===== src/rtl/reset_requester_pkg.sv =====
// Shared type codes, FSM encoding and pending-slot merge helper for the reset requester.
package reset_requester_pkg;

    typedef enum logic [1:0] {
        REQ_NONE   = 2'b00,
        REQ_SOFT   = 2'b01,
        REQ_HARD   = 2'b10,
        REQ_PERIPH = 2'b11
    } req_type_e;

    typedef enum logic [1:0] {
        ST_IDLE     = 2'b00,
        ST_ASSERT   = 2'b01,
        ST_RELEASE  = 2'b10,
        ST_COOLDOWN = 2'b11
    } state_e;

    // One-slot merge for button events: hard overwrites anything, soft only fills an empty slot.
    function automatic req_type_e merge_btn(input req_type_e held, input req_type_e evt);
        if (evt == REQ_HARD) begin
            return REQ_HARD;
        end
        if ((evt == REQ_SOFT) && (held == REQ_NONE)) begin
            return REQ_SOFT;
        end
        return held;
    endfunction

endpackage


===== src/rtl/btn_debounce.sv =====
// Front-panel button synchroniser, debouncer and short/long press classifier.
// Emits one-cycle soft_evt_o on a short press release and hard_evt_o once a hold
// reaches LONG_PRESS_CYCLES; a long press produces no event on its release.
module btn_debounce
    import reset_requester_pkg::*;
#(
    parameter int SYNC_STAGES       = 3,
    parameter int DEBOUNCE_CYCLES   = 16,
    parameter int LONG_PRESS_CYCLES = 1024
) (
    input  logic clk_i,
    input  logic rst_ni,
    input  logic btn_i,
    output logic soft_evt_o,
    output logic hard_evt_o
);

    localparam int DEB_W  = $clog2(DEBOUNCE_CYCLES + 1);
    localparam int HOLD_W = $clog2(LONG_PRESS_CYCLES + 1);
    localparam logic [DEB_W-1:0]  DEB_LAST  = DEB_W'(DEBOUNCE_CYCLES - 1);
    localparam logic [HOLD_W-1:0] HOLD_LAST = HOLD_W'(LONG_PRESS_CYCLES - 1);
    localparam logic [HOLD_W-1:0] HOLD_MAX  = HOLD_W'(LONG_PRESS_CYCLES);

    logic [SYNC_STAGES-1:0] sync_q;
    logic                   btn_s;
    logic                   deb_q, deb_d;
    logic [DEB_W-1:0]       deb_cnt_q, deb_cnt_d;
    logic [HOLD_W-1:0]      hold_q, hold_d;
    logic                   fired_q, fired_d;
    logic                   soft_q, soft_d;
    logic                   hard_q, hard_d;

    assign btn_s      = sync_q[SYNC_STAGES-1];
    assign soft_evt_o = soft_q;
    assign hard_evt_o = hard_q;

    // Debounce counts consecutive disagreeing cycles; hold counter measures the debounced press.
    always_comb begin
        deb_d     = deb_q;
        deb_cnt_d = '0;
        if (btn_s != deb_q) begin
            if (deb_cnt_q >= DEB_LAST) begin
                deb_d = btn_s;
            end else begin
                deb_cnt_d = deb_cnt_q + 1'b1;
            end
        end

        hold_d  = '0;
        fired_d = 1'b0;
        hard_d  = 1'b0;
        if (deb_q) begin
            hold_d  = (hold_q >= HOLD_MAX) ? hold_q : hold_q + 1'b1;
            fired_d = fired_q;
            if ((hold_q == HOLD_LAST) && !fired_q) begin
                hard_d  = 1'b1;
                fired_d = 1'b1;
            end
        end
        // A release only counts as a soft press if the hold never escalated.
        soft_d = deb_q && !deb_d && !fired_q && !hard_d;
    end

    // Synchroniser chain plus debounce/press state, all cleared by the async reset.
    always_ff @(posedge clk_i or negedge rst_ni) begin
        if (!rst_ni) begin
            sync_q    <= '0;
            deb_q     <= 1'b0;
            deb_cnt_q <= '0;
            hold_q    <= '0;
            fired_q   <= 1'b0;
            soft_q    <= 1'b0;
            hard_q    <= 1'b0;
        end else begin
            sync_q    <= {sync_q[SYNC_STAGES-2:0], btn_i};
            deb_q     <= deb_d;
            deb_cnt_q <= deb_cnt_d;
            hold_q    <= hold_d;
            fired_q   <= fired_d;
            soft_q    <= soft_d;
            hard_q    <= hard_d;
        end
    end

endmodule


===== src/rtl/reset_requester.sv =====
// Reset request arbiter: merges button and CPU reset requests, drives one request
// level at a time and handshakes with the reset generator's acknowledge lines.
module reset_requester
    import reset_requester_pkg::*;
#(
    parameter int SYNC_STAGES       = 3,
    parameter int DEBOUNCE_CYCLES   = 16,
    parameter int LONG_PRESS_CYCLES = 1024,
    parameter int ACK_TIMEOUT       = 255,
    parameter int COOLDOWN_CYCLES   = 32
) (
    input  logic       clk_peripheral,
    input  logic       aresetn,
    input  logic       btn_reset,
    input  logic       cpu_req_valid,
    input  logic [1:0] cpu_req_type,
    output logic       cpu_req_ready,
    input  logic       mb_reset,
    input  logic       peripheral_reset,
    output logic       reset_hard,
    output logic       reset_soft,
    output logic       reset_peripheral,
    output logic       busy,
    output logic [1:0] last_type,
    output logic       timeout_err,
    input  logic       err_clear
);

    localparam int TMO_W = $clog2(ACK_TIMEOUT + 1);
    localparam int CD_W  = $clog2(COOLDOWN_CYCLES + 1);
    localparam logic [TMO_W-1:0] TMO_LAST = TMO_W'(ACK_TIMEOUT - 1);
    localparam logic [CD_W-1:0]  CD_LAST  = CD_W'(COOLDOWN_CYCLES - 1);

    logic [SYNC_STAGES-1:0] mb_sync_q, pr_sync_q;
    logic                   mb_s, pr_s;
    logic                   btn_soft, btn_hard;

    state_e           state_q, state_d;
    req_type_e        cur_q, cur_d;
    req_type_e        last_q, last_d;
    req_type_e        pend_q, pend_d;
    logic [TMO_W-1:0] tmo_q, tmo_d;
    logic [CD_W-1:0]  cd_q, cd_d;
    logic             err_q, err_d;

    req_type_e btn_evt, btn_req, cpu_type, sel;
    logic      sel_btn, need_mb, need_pr, ack_all, ack_none, tmo_hit;

    btn_debounce #(
        .SYNC_STAGES      (SYNC_STAGES),
        .DEBOUNCE_CYCLES  (DEBOUNCE_CYCLES),
        .LONG_PRESS_CYCLES(LONG_PRESS_CYCLES)
    ) u_btn (
        .clk_i     (clk_peripheral),
        .rst_ni    (aresetn),
        .btn_i     (btn_reset),
        .soft_evt_o(btn_soft),
        .hard_evt_o(btn_hard)
    );

    // Acknowledge synchronisers; only the last stage is used by the FSM.
    always_ff @(posedge clk_peripheral or negedge aresetn) begin
        if (!aresetn) begin
            mb_sync_q <= '0;
            pr_sync_q <= '0;
        end else begin
            mb_sync_q <= {mb_sync_q[SYNC_STAGES-2:0], mb_reset};
            pr_sync_q <= {pr_sync_q[SYNC_STAGES-2:0], peripheral_reset};
        end
    end

    assign mb_s = mb_sync_q[SYNC_STAGES-1];
    assign pr_s = pr_sync_q[SYNC_STAGES-1];

    // Arbitration: hard from either source, then button soft, then CPU soft/peripheral.
    always_comb begin
        btn_evt  = btn_hard ? REQ_HARD : (btn_soft ? REQ_SOFT : REQ_NONE);
        btn_req  = merge_btn(pend_q, btn_evt);
        cpu_type = req_type_e'(cpu_req_type);
        sel      = REQ_NONE;
        sel_btn  = 1'b0;
        if (state_q == ST_IDLE) begin
            if (btn_req == REQ_HARD) begin
                sel     = REQ_HARD;
                sel_btn = 1'b1;
            end else if (cpu_req_valid && (cpu_type == REQ_HARD)) begin
                sel = REQ_HARD;
            end else if (btn_req == REQ_SOFT) begin
                sel     = REQ_SOFT;
                sel_btn = 1'b1;
            end else if (cpu_req_valid && (cpu_type != REQ_NONE)) begin
                sel = cpu_type;
            end
        end
        // The CPU is stalled whenever the button owns this IDLE cycle.
        cpu_req_ready = (state_q == ST_IDLE) && !sel_btn;

        need_mb  = (cur_q == REQ_SOFT) || (cur_q == REQ_HARD);
        need_pr  = (cur_q == REQ_PERIPH) || (cur_q == REQ_HARD);
        ack_all  = (!need_mb || mb_s) && (!need_pr || pr_s);
        ack_none = !(need_mb && mb_s) && !(need_pr && pr_s);
    end

    // FSM next state, counters, pending slot and sticky timeout flag.
    always_comb begin
        state_d = state_q;
        cur_d   = cur_q;
        last_d  = last_q;
        pend_d  = btn_req;
        tmo_d   = tmo_q;
        cd_d    = cd_q;
        tmo_hit = 1'b0;
        case (state_q)
            ST_IDLE: begin
                if (sel_btn) begin
                    pend_d = REQ_NONE;
                end
                if (sel != REQ_NONE) begin
                    state_d = ST_ASSERT;
                    cur_d   = sel;
                    last_d  = sel;
                    tmo_d   = '0;
                end
            end
            ST_ASSERT: begin
                if (ack_all) begin
                    state_d = ST_RELEASE;
                end else if (tmo_q >= TMO_LAST) begin
                    state_d = ST_COOLDOWN;
                    cd_d    = '0;
                    tmo_hit = 1'b1;
                end else begin
                    tmo_d = tmo_q + 1'b1;
                end
            end
            ST_RELEASE: begin
                if (ack_none) begin
                    state_d = ST_COOLDOWN;
                    cd_d    = '0;
                end
            end
            ST_COOLDOWN: begin
                if (cd_q >= CD_LAST) begin
                    state_d = ST_IDLE;
                end else begin
                    cd_d = cd_q + 1'b1;
                end
            end
            default: state_d = ST_IDLE;
        endcase
        // A new timeout wins over a simultaneous clear.
        err_d = tmo_hit ? 1'b1 : (err_clear ? 1'b0 : err_q);
    end

    // State register for the FSM and its bookkeeping.
    always_ff @(posedge clk_peripheral or negedge aresetn) begin
        if (!aresetn) begin
            state_q <= ST_IDLE;
            cur_q   <= REQ_NONE;
            last_q  <= REQ_NONE;
            pend_q  <= REQ_NONE;
            tmo_q   <= '0;
            cd_q    <= '0;
            err_q   <= 1'b0;
        end else begin
            state_q <= state_d;
            cur_q   <= cur_d;
            last_q  <= last_d;
            pend_q  <= pend_d;
            tmo_q   <= tmo_d;
            cd_q    <= cd_d;
            err_q   <= err_d;
        end
    end

    assign reset_hard       = (state_q == ST_ASSERT) && (cur_q == REQ_HARD);
    assign reset_soft       = (state_q == ST_ASSERT) && (cur_q == REQ_SOFT);
    assign reset_peripheral = (state_q == ST_ASSERT) && (cur_q == REQ_PERIPH);
    assign busy             = (state_q != ST_IDLE);
    assign last_type        = last_q;
    assign timeout_err      = err_q;

endmodule

===== config.mk =====
export PLATFORM = sky130hd
export DESIGN_NAME = reset_requester
export DESIGN_NICKNAME = d
export VERILOG_FILES = /design/src/rtl/reset_requester_pkg.sv /design/src/rtl/btn_debounce.sv /design/src/rtl/reset_requester.sv
export SDC_FILE = /design/constraint.sdc
export NUM_CORES = 1
export LEC_CHECK = 0
export ABC_AREA = 1
export CAP_MARGIN = 0
export CORE_ASPECT_RATIO = 1.75
export CORE_MARGIN = 3
export CORE_UTILIZATION = 44
export CTS_CLUSTER_SIZE = 12
export DETAILED_ROUTE_END_ITERATION = 12
export GPL_ROUTABILITY_DRIVEN = 0
export PLACE_DENSITY = 0.6
export SYNTH_ARGS = -nofsm -noshare
export SYNTH_HDL_FRONTEND = slang
export SYNTH_SLANG_ARGS = --single-unit

===== constraint.sdc =====
create_clock -name clk_peripheral -period 2.27 [get_ports clk_peripheral]
set_input_delay 0.3405 -clock clk_peripheral [delete_from_list [all_inputs] [get_ports clk_peripheral]]
set_output_delay 0.3405 -clock clk_peripheral [all_outputs]
set_load 0.02 [all_outputs]

=== Word-level counts from Yosys, hierarchy flattened ===
Cells that the tools add are included.

* Add/subtract/negate cells: 4
* $mul: 0
* Div/mod/pow operators: 0
* Magnitude comparators: 4
* Eq/ne operators: 23
* Shift-type cells: 0
* Mux-type cells: 50
* Bitwise gates (word level): 0
* Reduce and logical (&&, ||, !) cells: 39

{| class="wikitable"
|+ Operators with widths
! cell !! number
|-
| $mux 2 || 17
|-
| $mux 6 || 4
|-
| $mux 8 || 3
|-
| $mux 11 || 2
|-
| $mux 1 || 19
|-
| $pmux 6 s3 || 1
|-
| $ne 2x2->1 const B || 8
|-
| $pmux 8 s2 || 1
|-
| $logic_and 1x1->1 || 15
|-
| $eq 2x2->1 const B || 7
|-
| $add 11x1->11 const B || 1
|-
| $eq 11x10->1 const B || 1
|-
| $ge 11x11->1 const B || 1
|-
| $mux 5 || 2
|-
| $reduce_bool 2->1 || 5
|-
| $add 8x1->8 const B || 1
|-
| $eq 2x1->1 const B || 4
|-
| $ge 8x8->1 const B || 1
|-
| $logic_not 1->1 || 8
|-
| $pmux 2 s4 || 1
|-
| $reduce_and 4->1 || 2
|-
| $add 6x1->6 const B || 1
|-
| $ge 6x5->1 const B || 1
|-
| $add 5x1->5 const B || 1
|-
| 9 further kinds || 13
|}

* Flip-flop bits (word level): 50
* Bits in latches: 0
* RAM bits: 0
* Memory bits (read-only): 0
* Output and inout port bits: 8
* Word-level logic and storage cells: 135
* Memories: 0

=== Longest topological paths before layout ===
Gate-level depths: netlist of the first run.

* Depth after elaboration: 16
* Mapped depth: 10

=== By module ===
Synthesis of the first run repeated with hierarchy kept, for this count alone.

* Cell total of the unflattened synthesis: 330
* Area total of the unflattened synthesis: 2,711.4 µm²

{| class="wikitable"
|+ Modules (own cells, without submodules)
! module !! instances !! cells an instance !! area an instance (µm²) !! seq. area each (µm²)
|-
| reset_requester || 1 || 218 || 1,684.1 || 675.6
|-
| btn_debounce || 1 || 112 || 1,027.2 || 575.6
|}

=== Worst setup path before layout of the first run ===
Ideal clock, no wire load.

* Path kind: reg-to-reg
* Start: register, netlist name last_type[0]
* End: register tmo_q[4]
* Library setup time: 0.117 ns
* Data arrival time: 1.589 ns
* Required time: 2.153 ns
* Path slack: 0.565 ns
* Cell stages (with the launch flop): 9
* Buffers on the path: 0
* Period minus slack after synthesis: 1.705 ns
* Cell sequence: dfrtp_1 inv_1 ha_1 o21ai_1 nand2_1 o21ai_4 nand2_4 nand2_1 nand2_1

{| class="wikitable"
|+ RTL lines
! what !! line !! source
|-
| to (signal assigned) || reset_requester.sv:170 || <nowiki>tmo_q <= tmo_d;</nowiki>
|-
| to (decl) || reset_requester.sv:42 || <nowiki>logic [TMO_W-1:0] tmo_q, tmo_d;</nowiki>
|}

=== Final worst setup path of the first run ===
* Start: register state_q[1]
* End: output reset_peripheral

* Word-level cells in the longest chain between the ends: 2

{| class="wikitable"
|+ Ends and longest elaborated chain
! what !! line !! source
|-
| from (decl) || reset_requester.sv:38 || <nowiki>state_e state_q, state_d;</nowiki>
|-
| from (signal assigned) || reset_requester.sv:166 || <nowiki>state_q <= state_d;</nowiki>
|-
| $eq 2x1->1 || reset_requester.sv:178 || <nowiki>assign reset_peripheral = (state_q == ST_ASSERT) && (cur_q == REQ_PERIPH);</nowiki>
|-
| $logic_and 1x1->1 || reset_requester.sv:178 ||
|-
| to (decl) || reset_requester.sv:22 || <nowiki>output logic reset_peripheral,</nowiki>
|}

No other way between the ends.

==> results.ini, run 1 <==
[status]
status = finished clean

[layout]
final_nets = 370
stdcell_count = 427
area_growth_pct = 13.4
antenna_cells = 0
drive_gt1_share_pct = 11.2
post-route-util_pct = 51.8
final_area_mm2 = 0.00307
fill_cells = 602

[worst_hold_path]
hold_class = primary input to asynchronous set/reset pin

[placement]
dp.cells = 419
preCtsSetupSlack_ps = 94.7
hpwlAfterDp_um = 4110
place_area_mm2 = 0.00297
port_buffers = 16

[synth]
synth-edff-count = 0
ys_seq_area_share_pct = 46.2
syn-num-nets = 349
postSynth.asyncResetShare_pct = 100
netlist_area_mm2 = 0.00271
ys.flop_type = dfrtp_1
synth_cells = 327
synth-seq-cells = 50
yosysUniqueCellTypes = 39
yosysWarnings = 0
syn_avg_cell_area_um2 = 8.28

[power]
p_leak_nw = 1.49
p_seq_share_pct = 39.6
p_clk_share_pct = 20.2
power_switching_share_pct = 40.5
p_int_mw = 1.56
powerDensity_mw_per_mm2 = 854
vdd_drop_max_mv = 0.455
switchingPower_mw = 1.06
p_comb_share_pct = 40.2
total_power_mw = 2.62

[routing]
drcViolationCount = 0
drtIter0Drc = 75
via_per_inst = 4.92
wl_per_cell_um = 12.3
ant_nets = 0
drt_pre_antenna_iters = 4
wl_um = 5230
vias = 2099

[global_route]
grt_overflow_total = 0
antenna_found_initial = 0
grt_pass1_vias = 2171
grt_max_degree = 27
grt_use_total_pct = 16.8
grt_first_pass_wirelength_um = 9380

[clock_tree]
cts_tree = yes
cts.root.buffer_cell = clkbuf_8
clkSlewWorstSetupHoldPaths_ps = 90
clk_path_buf_depth = 2
cts.sinks = 50
clkLatencyLatePin_ps = 300
htreeDepth = 2
postCtsSetupRepairBufs = 0
cts_buffers = 5
cts_hold_buf = 0

[timing]
period_needed_ps = 2140
worst_slew_pin_slew_ps = 625
hold_viol = 0
finalClockSkew_ps = 5.89
layout_setup_ws_ps = 128
slew_viol_final = 0
fin_crit_sh_pct = 94.4
final-setup-viol-count = 0
timing.slew.headroom_pct = 58.3
timing.fmax_ghz = 0.467
hold_ws_ps = 39.8
fin_tns_setup_ps = 0
rsz0062_at_grt = false

[flow_run]
drv_cap = 0

[floorplan]
num_rows = 37
core_area_mm2 = 0.00593
dieArea_mm2 = 0.00717
die_x_um = 65.3
initial_utilization_pct = 45.7
dieHeight_um = 110
ios = 17

[critical_path]
endpoint_kind = primary output
arrival_ps = 1800
path_max_fanout = 8
critPathKind = flip-flop to primary output
required_ps = 1930
cp-start-kind = flip-flop

==> critical path: stages, from the launching register on <==
cell	delay, ps
dfrtp_1	440
inv_1	100
ha_2	250
nand2_1	70
inv_1	50
clkdlybuf4s50_1	590
==> cell usage after synthesis (2+ instances only) <==
| cell type | instances | share of area [%] |
|---|---|---|
| a21oi_1 | 8 | 1.5 |
| buf_2 | 2 | 0.37 |
| dfrtp_1 | 50 | 46 |
| ha_1 | 13 | 6.0 |
| inv_1 | 37 | 5.1 |
| inv_2 | 6 | 0.83 |
| nand2_1 | 84 | 12 |
| nand2_2 | 3 | 0.69 |
| nand2_4 | 2 | 0.83 |
| nand3_1 | 27 | 5.0 |
| nand3_2 | 2 | 0.74 |
| nand4_1 | 7 | 1.6 |
| nand4_2 | 2 | 0.92 |
| nor2_1 | 31 | 4.3 |
| nor2_2 | 3 | 0.69 |
| nor3_1 | 8 | 1.5 |
| nor3_2 | 2 | 0.74 |
| nor3b_1 | 3 | 0.83 |
| o21ai_0 | 8 | 1.5 |
| o21ai_1 | 4 | 0.74 |
| o21bai_1 | 4 | 1.1 |
| xnor2_1 | 3 | 0.97 |
| xor2_1 | 2 | 0.65 |
==> registers in the layout, indices dropped and copies added (netlist names) <==
register          cells
u_btn.hold_q         11
tmo_q                 8
cd_q                  6
u_btn.deb_cnt_q       5
mb_sync_q             3
pr_sync_q             3
u_btn.sync_q          3
last_type             2
pend_q                2
state_q               2
timeout_err           1
u_btn.deb_q           1
u_btn.fired_q         1
u_btn.hard_evt_o      1
u_btn.soft_evt_o      1
==> cells by family after synthesis <==
family | Yosys count | synth area share (%)
AND/OR/NAND/NOR | 178 | 31.0
flip-flops | 50 | 46.2
XOR/XNOR | 5 | 1.62
AO/OA/AOI/OAI | 34 | 8.42
adder cells (fa/ha/maj) | 13 | 6.01
buffers and inverters | 47 | 6.75
==> power by group through the flow <==
| stage | logic, mW | clock network, mW | registers, mW |
|---|---|---|---|
| after floorplan | 0.731 | 0 | 1.06 |
| after global placement | 1.06 | 0 | 1.05 |
| after detailed placement | 1.08 | 0 | 1.06 |
| after CTS | 1.08 | 0.555 | 1.04 |
| after global routing | 1.19 | 0.586 | 1.05 |
| final | 1.05 | 0.529 | 1.04 |
==> metal layers <==
| layer | track usage, % | vias up | routed length, um |
|---|---|---|---|
| met5 | 0 | - | 0 |
| met4 | 5.34 | 0 | 83 |
| met3 | 2.25 | 5 | 84 |
| met2 | 34.8 | 13 | 3090 |
| met1 | 16.2 | 987 | 1970 |
| li1 | - | 1094 | - |
==> path summary, 6_finish.rpt <==
kind,slack (ps),endpoint,startpoint,cells after the start
min in group clk_peripheral,350,pr_sync_q[1],pr_sync_q[0],0
worst min-delay path,40,tmo_q[4],aresetn,1
worst max-delay path,130,reset_peripheral,state_q[1],5
worst max register to register,450,tmo_q[2],last_type[0],8
worst min register to register,350,pr_sync_q[1],pr_sync_q[0],0
max in group asynchronous,1670,u_btn.hold_q[6],aresetn,2
==> cell type report <==
type | count | area [um2] | area share [%]
well taps | 78 | 97.6 | 3.18
multi-input cells | 230 | 1270 | 41.5
inverters | 43 | 161 | 5.26
clock buffers | 5 | 68.8 | 2.24
flip-flops and latches | 50 | 1250 | 40.8
repair buffers | 18 | 190 | 6.20
clock inverters | 3 | 25.0 | 0.815
==> repair_timing <==
| item | CTS | global route |
|---|---|---|
| gates resized for setup | 0 | 4 |
| hold endpoints to repair | 0 | 0 |
| endpoints found under the setup margin | 0 | 5 |
==> placed cells by master, fill, tap and decap left out, drive strengths merged <==
| master | count |
|---|---|
| o21ai | 14 |
| nand4 | 9 |
| o211ai | 1 |
| dlymetal6s2s | 3 |
| dfrtp | 50 |
| clkdlybuf4s50 | 12 |
| nand3 | 29 |
| a21boi | 1 |
| or2 | 1 |
| inv | 44 |
| xor2 | 2 |
| clkbuf | 5 |
| nor2 | 35 |
| o21bai | 4 |
| xnor2 | 3 |
| clkinv | 1 |
| clkinvlp | 1 |
| nand3b | 1 |
| and3 | 1 |
| buf | 3 |
| a211oi | 1 |
| ha | 13 |
| a31oi | 1 |
| a31o | 1 |
| a21oi | 10 |
| nor3b | 3 |
| nand2 | 89 |
| o22ai | 1 |
| nor3 | 10 |
(Power assumes the default switching activity.)
==> inputs of run 2 (changes only) <==
CAP_MARGIN = not set   (was 0)
CORE_UTILIZATION = 50   (was 44)
CTS_CLUSTER_SIZE = not set   (was 12)
PLACE_DENSITY = 0.67   (was 0.6)
==> results.ini, run 2 (synthesized netlist as in run 1, its figures left out) <==
[global_route]
grt_use_total_pct = 18.9
grt_first_pass_wirelength_um = 9120
grt_pass1_vias = 2136
antenna_found_initial = 0
grt_max_degree = 20
grt_overflow_total = 0

[worst_hold_path]
hold_class = flip-flop to flip-flop

[critical_path]
r2r-start = last_type[0]
reg2reg_depth = 8
arrival_ps = 1840
endpoint = reset_hard
path_max_fanout = 8
cp-startpoint = state_q[1]
r2r_slack_ps = 430
cp-start-kind = flip-flop
required_ps = 1930
critPathKind = flip-flop to primary output
worstReg2RegEnd = tmo_q[6]
endpoint_kind = primary output

[power]
p_leak_nw = 1.49
powerDensity_mw_per_mm2 = 898
vdd_drop_max_mv = 0.446

[routing]
wl_met1_um = 2010
drcViolationCount = 0
ant_nets = 0
via_per_inst = 5.29
drt_pre_antenna_iters = 4
wl_per_cell_um = 12.9
wl_um = 5220
wl_met3_um = 92
wl_met2_um = 3040
routed.top_layer = met4
vias = 2137
drtIter0Drc = 60

[clock_tree]
cts.sinks = 50
clkSlewWorstSetupHoldPaths_ps = 90
cts_tree = yes
postCtsSetupRepairBufs = 0
cts.root.buffer_cell = clkbuf_8
htreeDepth = 2
clkLatencyLatePin_ps = 300
cts_buffers = 5
clk_path_buf_depth = 2

[timing]
finalClockSkew_ps = 7.43
timing.slew.headroom_pct = 65.3
fin_tns_setup_ps = 0
hold_ws_ps = 355
timing.fmax_ghz = 0.459
worst_slew_pin_slew_ps = 520
fin_crit_sh_pct = 95.9
hold_viol = 0
slew_viol_final = 0
period_needed_ps = 2180
rsz0062_at_grt = false
final-setup-viol-count = 0
layout_setup_ws_ps = 92.6

[layout]
post-route-util_pct = 60.0
mostFrequentLayoutCell = nand2_1
regMostFlops = u_btn.hold_q
drive_gt1_share_pct = 11.1
antenna_cells = 0
largest_reg_flops = 11
top_regs = u_btn.hold_q (11), tmo_q (8), cd_q (6)
final_nets = 372
stdcell_count = 404
final_cell_mix = nand2_1 (84), dfrtp_1 (50), inv_1 (37)
area_growth_pct = 13.1

[floorplan]
num_rows = 34
ios = 17
dieHeight_um = 103
dieArea_mm2 = 0.00637
die_x_um = 61.6
core_area_mm2 = 0.00510
initial_utilization_pct = 53.0

[placement]
hpwlAfterDp_um = 3980
port_buffers = 16
preCtsSetupSlack_ps = 101
dp.cells = 396

[status]
status = finished clean

[flow_run]
drv_cap = 0

==> run 2: area by class of cell <==
class	count	area [um2]
Clock inverter	1	30.0
Timing Repair Buffer	20	193
Multi-Input combinational cell	230	1270
Sequential cell	50	1250
Clock buffer	6	82.6
Inverter	43	161
Tap cell	54	67.6
Fill cell	456	2040
==> run 2: per-layer routing <==
layer,global-route usage (%),up-vias
met5,0,-
met4,6.54,0
met3,2.61,6
met2,36.0,15
met1,20.3,1016
li1,-,1100
==> run 2: how the worst min path moves through the flow <==
stage	startpoint	end	cells after the start	slack, ps
after global routing	pr_sync_q[1]	pr_sync_q[2]	0	370
final	pr_sync_q[1]	pr_sync_q[2]	0	360
after detailed placement	aresetn	tmo_q[4]	1	300
after global placement	aresetn	tmo_q[4]	1	300
after CTS	u_btn.sync_q[1]	u_btn.sync_q[2]	0	360
after floorplan	aresetn	cd_q[0]	0	40
==> run 2: timing repair <==
item	4_1_cts	5_1_grt
resized for setup	0	3
endpoints found under the hold margin	17	0
hold buffers	1	0
setup endpoints to repair	0	5
==> run 2: stage by stage <==
step | instance area (um2) | power, mW
global placement | 2930 | 2.11
finish | 3060 | 2.75
global route | 3060 | 2.93
detailed placement | 2930 | 2.13
floorplan | 2710 | 1.79
CTS | 3050 | 2.78
==> run 2: critical path, stage by stage (launching register included) <==
cell and delay (ps):
dfrtp_1 440, inv_1 110, ha_2 260, nand2_1 80, inv_1 60, clkdlybuf4s50_1 590
==> run 2: where the power goes <==
part           total [mW]  internal, mW  switching, mW
registers            1.04         0.963         0.0758
logic                1.07         0.375          0.697
clock network       0.638         0.353          0.286
total                2.75          1.69           1.06
==> inputs of run 3 (changes only) <==
RECOVER_POWER = 25   (was not set)
==> results.ini, run 3 (synthesized netlist as in run 1, its figures left out) <==
[clock_tree]
htreeDepth = 2
clkLatencyLatePin_ps = 300
postCtsSetupRepairBufs = 0
cts_tree = yes
cts_buffers = 5
clk_path_buf_depth = 2
clkSlewWorstSetupHoldPaths_ps = 90
cts.root.buffer_cell = clkbuf_8
cts.sinks = 50

[power]
powerDensity_mw_per_mm2 = 898
vdd_drop_max_mv = 0.445
p_leak_nw = 1.49

[floorplan]
dieArea_mm2 = 0.00637
core_area_mm2 = 0.00510
die_x_um = 61.6
initial_utilization_pct = 53.0
num_rows = 34
dieHeight_um = 103
ios = 17

[layout]
regMostFlops = u_btn.hold_q
fill_cells = 457
area_growth_pct = 13.0
final_nets = 372
final_area_mm2 = 0.00306
drive_gt1_share_pct = 10.9
final_cell_mix = nand2_1 (84), dfrtp_1 (50), inv_1 (37)
mostFrequentLayoutCell = nand2_1
largest_reg_flops = 11
antenna_cells = 0
top_regs = u_btn.hold_q (11), tmo_q (8), cd_q (6)

[routing]
drcViolationCount = 0
wl_per_cell_um = 12.9
drtIter0Drc = 60
drt_pre_antenna_iters = 4
vias = 2137
ant_nets = 0
wl_um = 5220
via_per_inst = 5.29

[placement]
hpwlAfterDp_um = 3980
port_buffers = 16
place_area_mm2 = 0.00293

[global_route]
grt_first_pass_wirelength_um = 9120
grt_overflow_total = 0
grt_max_degree = 20
antenna_found_initial = 0
use_met1_pct = 20.3
grt_use_total_pct = 18.9
top_usage_layer = met2
use_met3_pct = 2.61
grt_pass1_vias = 2136
grt_use_met2_pct = 36.0

[critical_path]
critical-path-slowest-cell = clkdlybuf4s50_1
cp-startpoint = state_q[1]
slowest_delay_ps = 590
reg2reg_depth = 8
cp-start-kind = flip-flop
worstPathCellList = inv_1 -> ha_2 -> nand2_1 -> inv_1 -> clkdlybuf4s50_1
path_max_fanout = 8
endpoint_kind = primary output
arrival_ps = 1840
crit_top_cell = inv_1
r2r_slack_ps = 430
worstReg2RegEnd = tmo_q[6]
critPathKind = flip-flop to primary output
required_ps = 1930
r2r-start = last_type[0]

[timing]
finalClockSkew_ps = 7.43
worst_slew_pin_slew_ps = 1020
fin_crit_sh_pct = 95.9
final-setup-viol-count = 0
fin_tns_setup_ps = 0
timing.slew.headroom_pct = 31.7
slew_viol_final = 0
period_needed_ps = 2180
hold_viol = 0
timing.fmax_ghz = 0.459
rsz0062_at_grt = false

[worst_hold_path]
min_path_cells = 0
whs_endpoint = pr_sync_q[2]
min_from = pr_sync_q[1]
hold_class = flip-flop to flip-flop

[flow_run]
drv_cap = 0

[status]
status = finished clean

-- run 3: cell types whose count changed in the layout (fill, tap and decap cells not counted), sizes merged --
| cell | change |
|---|---|
| clkdlybuf4s50 | -3 |
| clkbuf | +1 |
| buf | -1 |
| dlygate4sd3 | +3 |
-- run 3: metal layers --
metal / vias to the layer above / wire length (um)
li1: 1100 / -
met2: 15 / 3040
met5: - / 0
met1: 1016 / 2010
met3: 6 / 92
met4: 0 / 73
-- run 3: worst max-delay path by stage --
stage	end	cells past startpoint	slack [ps]
global route	reset_peripheral	5	9
finish	reset_hard	5	90
CTS	reset_hard	5	9
detailed placement	cpu_req_ready	6	100
global placement	cpu_req_ready	6	140
floorplan	tmo_q[4]	8	560
-- run 3: through the flow --
stage	utilization [%]	power [mW]	setup slack, ps	hold slack, ps	std cells
finish	59.9	2.75	92.6	355	404
global route	59.9	2.93	9.17	374	404
CTS	59.8	2.78	9.18	359	404
detailed placement	57.4	2.13	101	301	396
global placement	57.4	2.11	138	300	396
floorplan	-	1.79	565	44.9	327
-- run 3: area by class of cell --
class	count	area (um2)	share of cell area [%]
clock buffers	6	82.6	2.70
clock inverters	1	30.0	0.982
inverters	43	161	5.28
multi-input cells	230	1270	41.7
flip-flops and latches	50	1250	40.9
well taps	54	67.6	2.21
repair buffers	20	191	6.26
-- run 3: report_power, final --
part / internal, mW / switching (mW) / leakage, nW
Sequential: 0.963 / 0.0758 / 0.665
Combinational: 0.374 / 0.697 / 0.766
Clock: 0.353 / 0.286 / 0.0573
Total: 1.69 / 1.06 / 1.49
-- run 3: critical path, delay by kind of cell, from the launching register on --
kind                       cells  cell delay (ps)
adders and majority gates      1              260
buffers and inverters          3              760
DFF                            1              440
and+or+nand+nor                1               80
-- run 3: repair_timing --
action	4_1_cts	5_1_grt
setup endpoints to repair	0	5
hold buffers	1	0
resized for setup	0	3
endpoints found under the hold margin	17	0
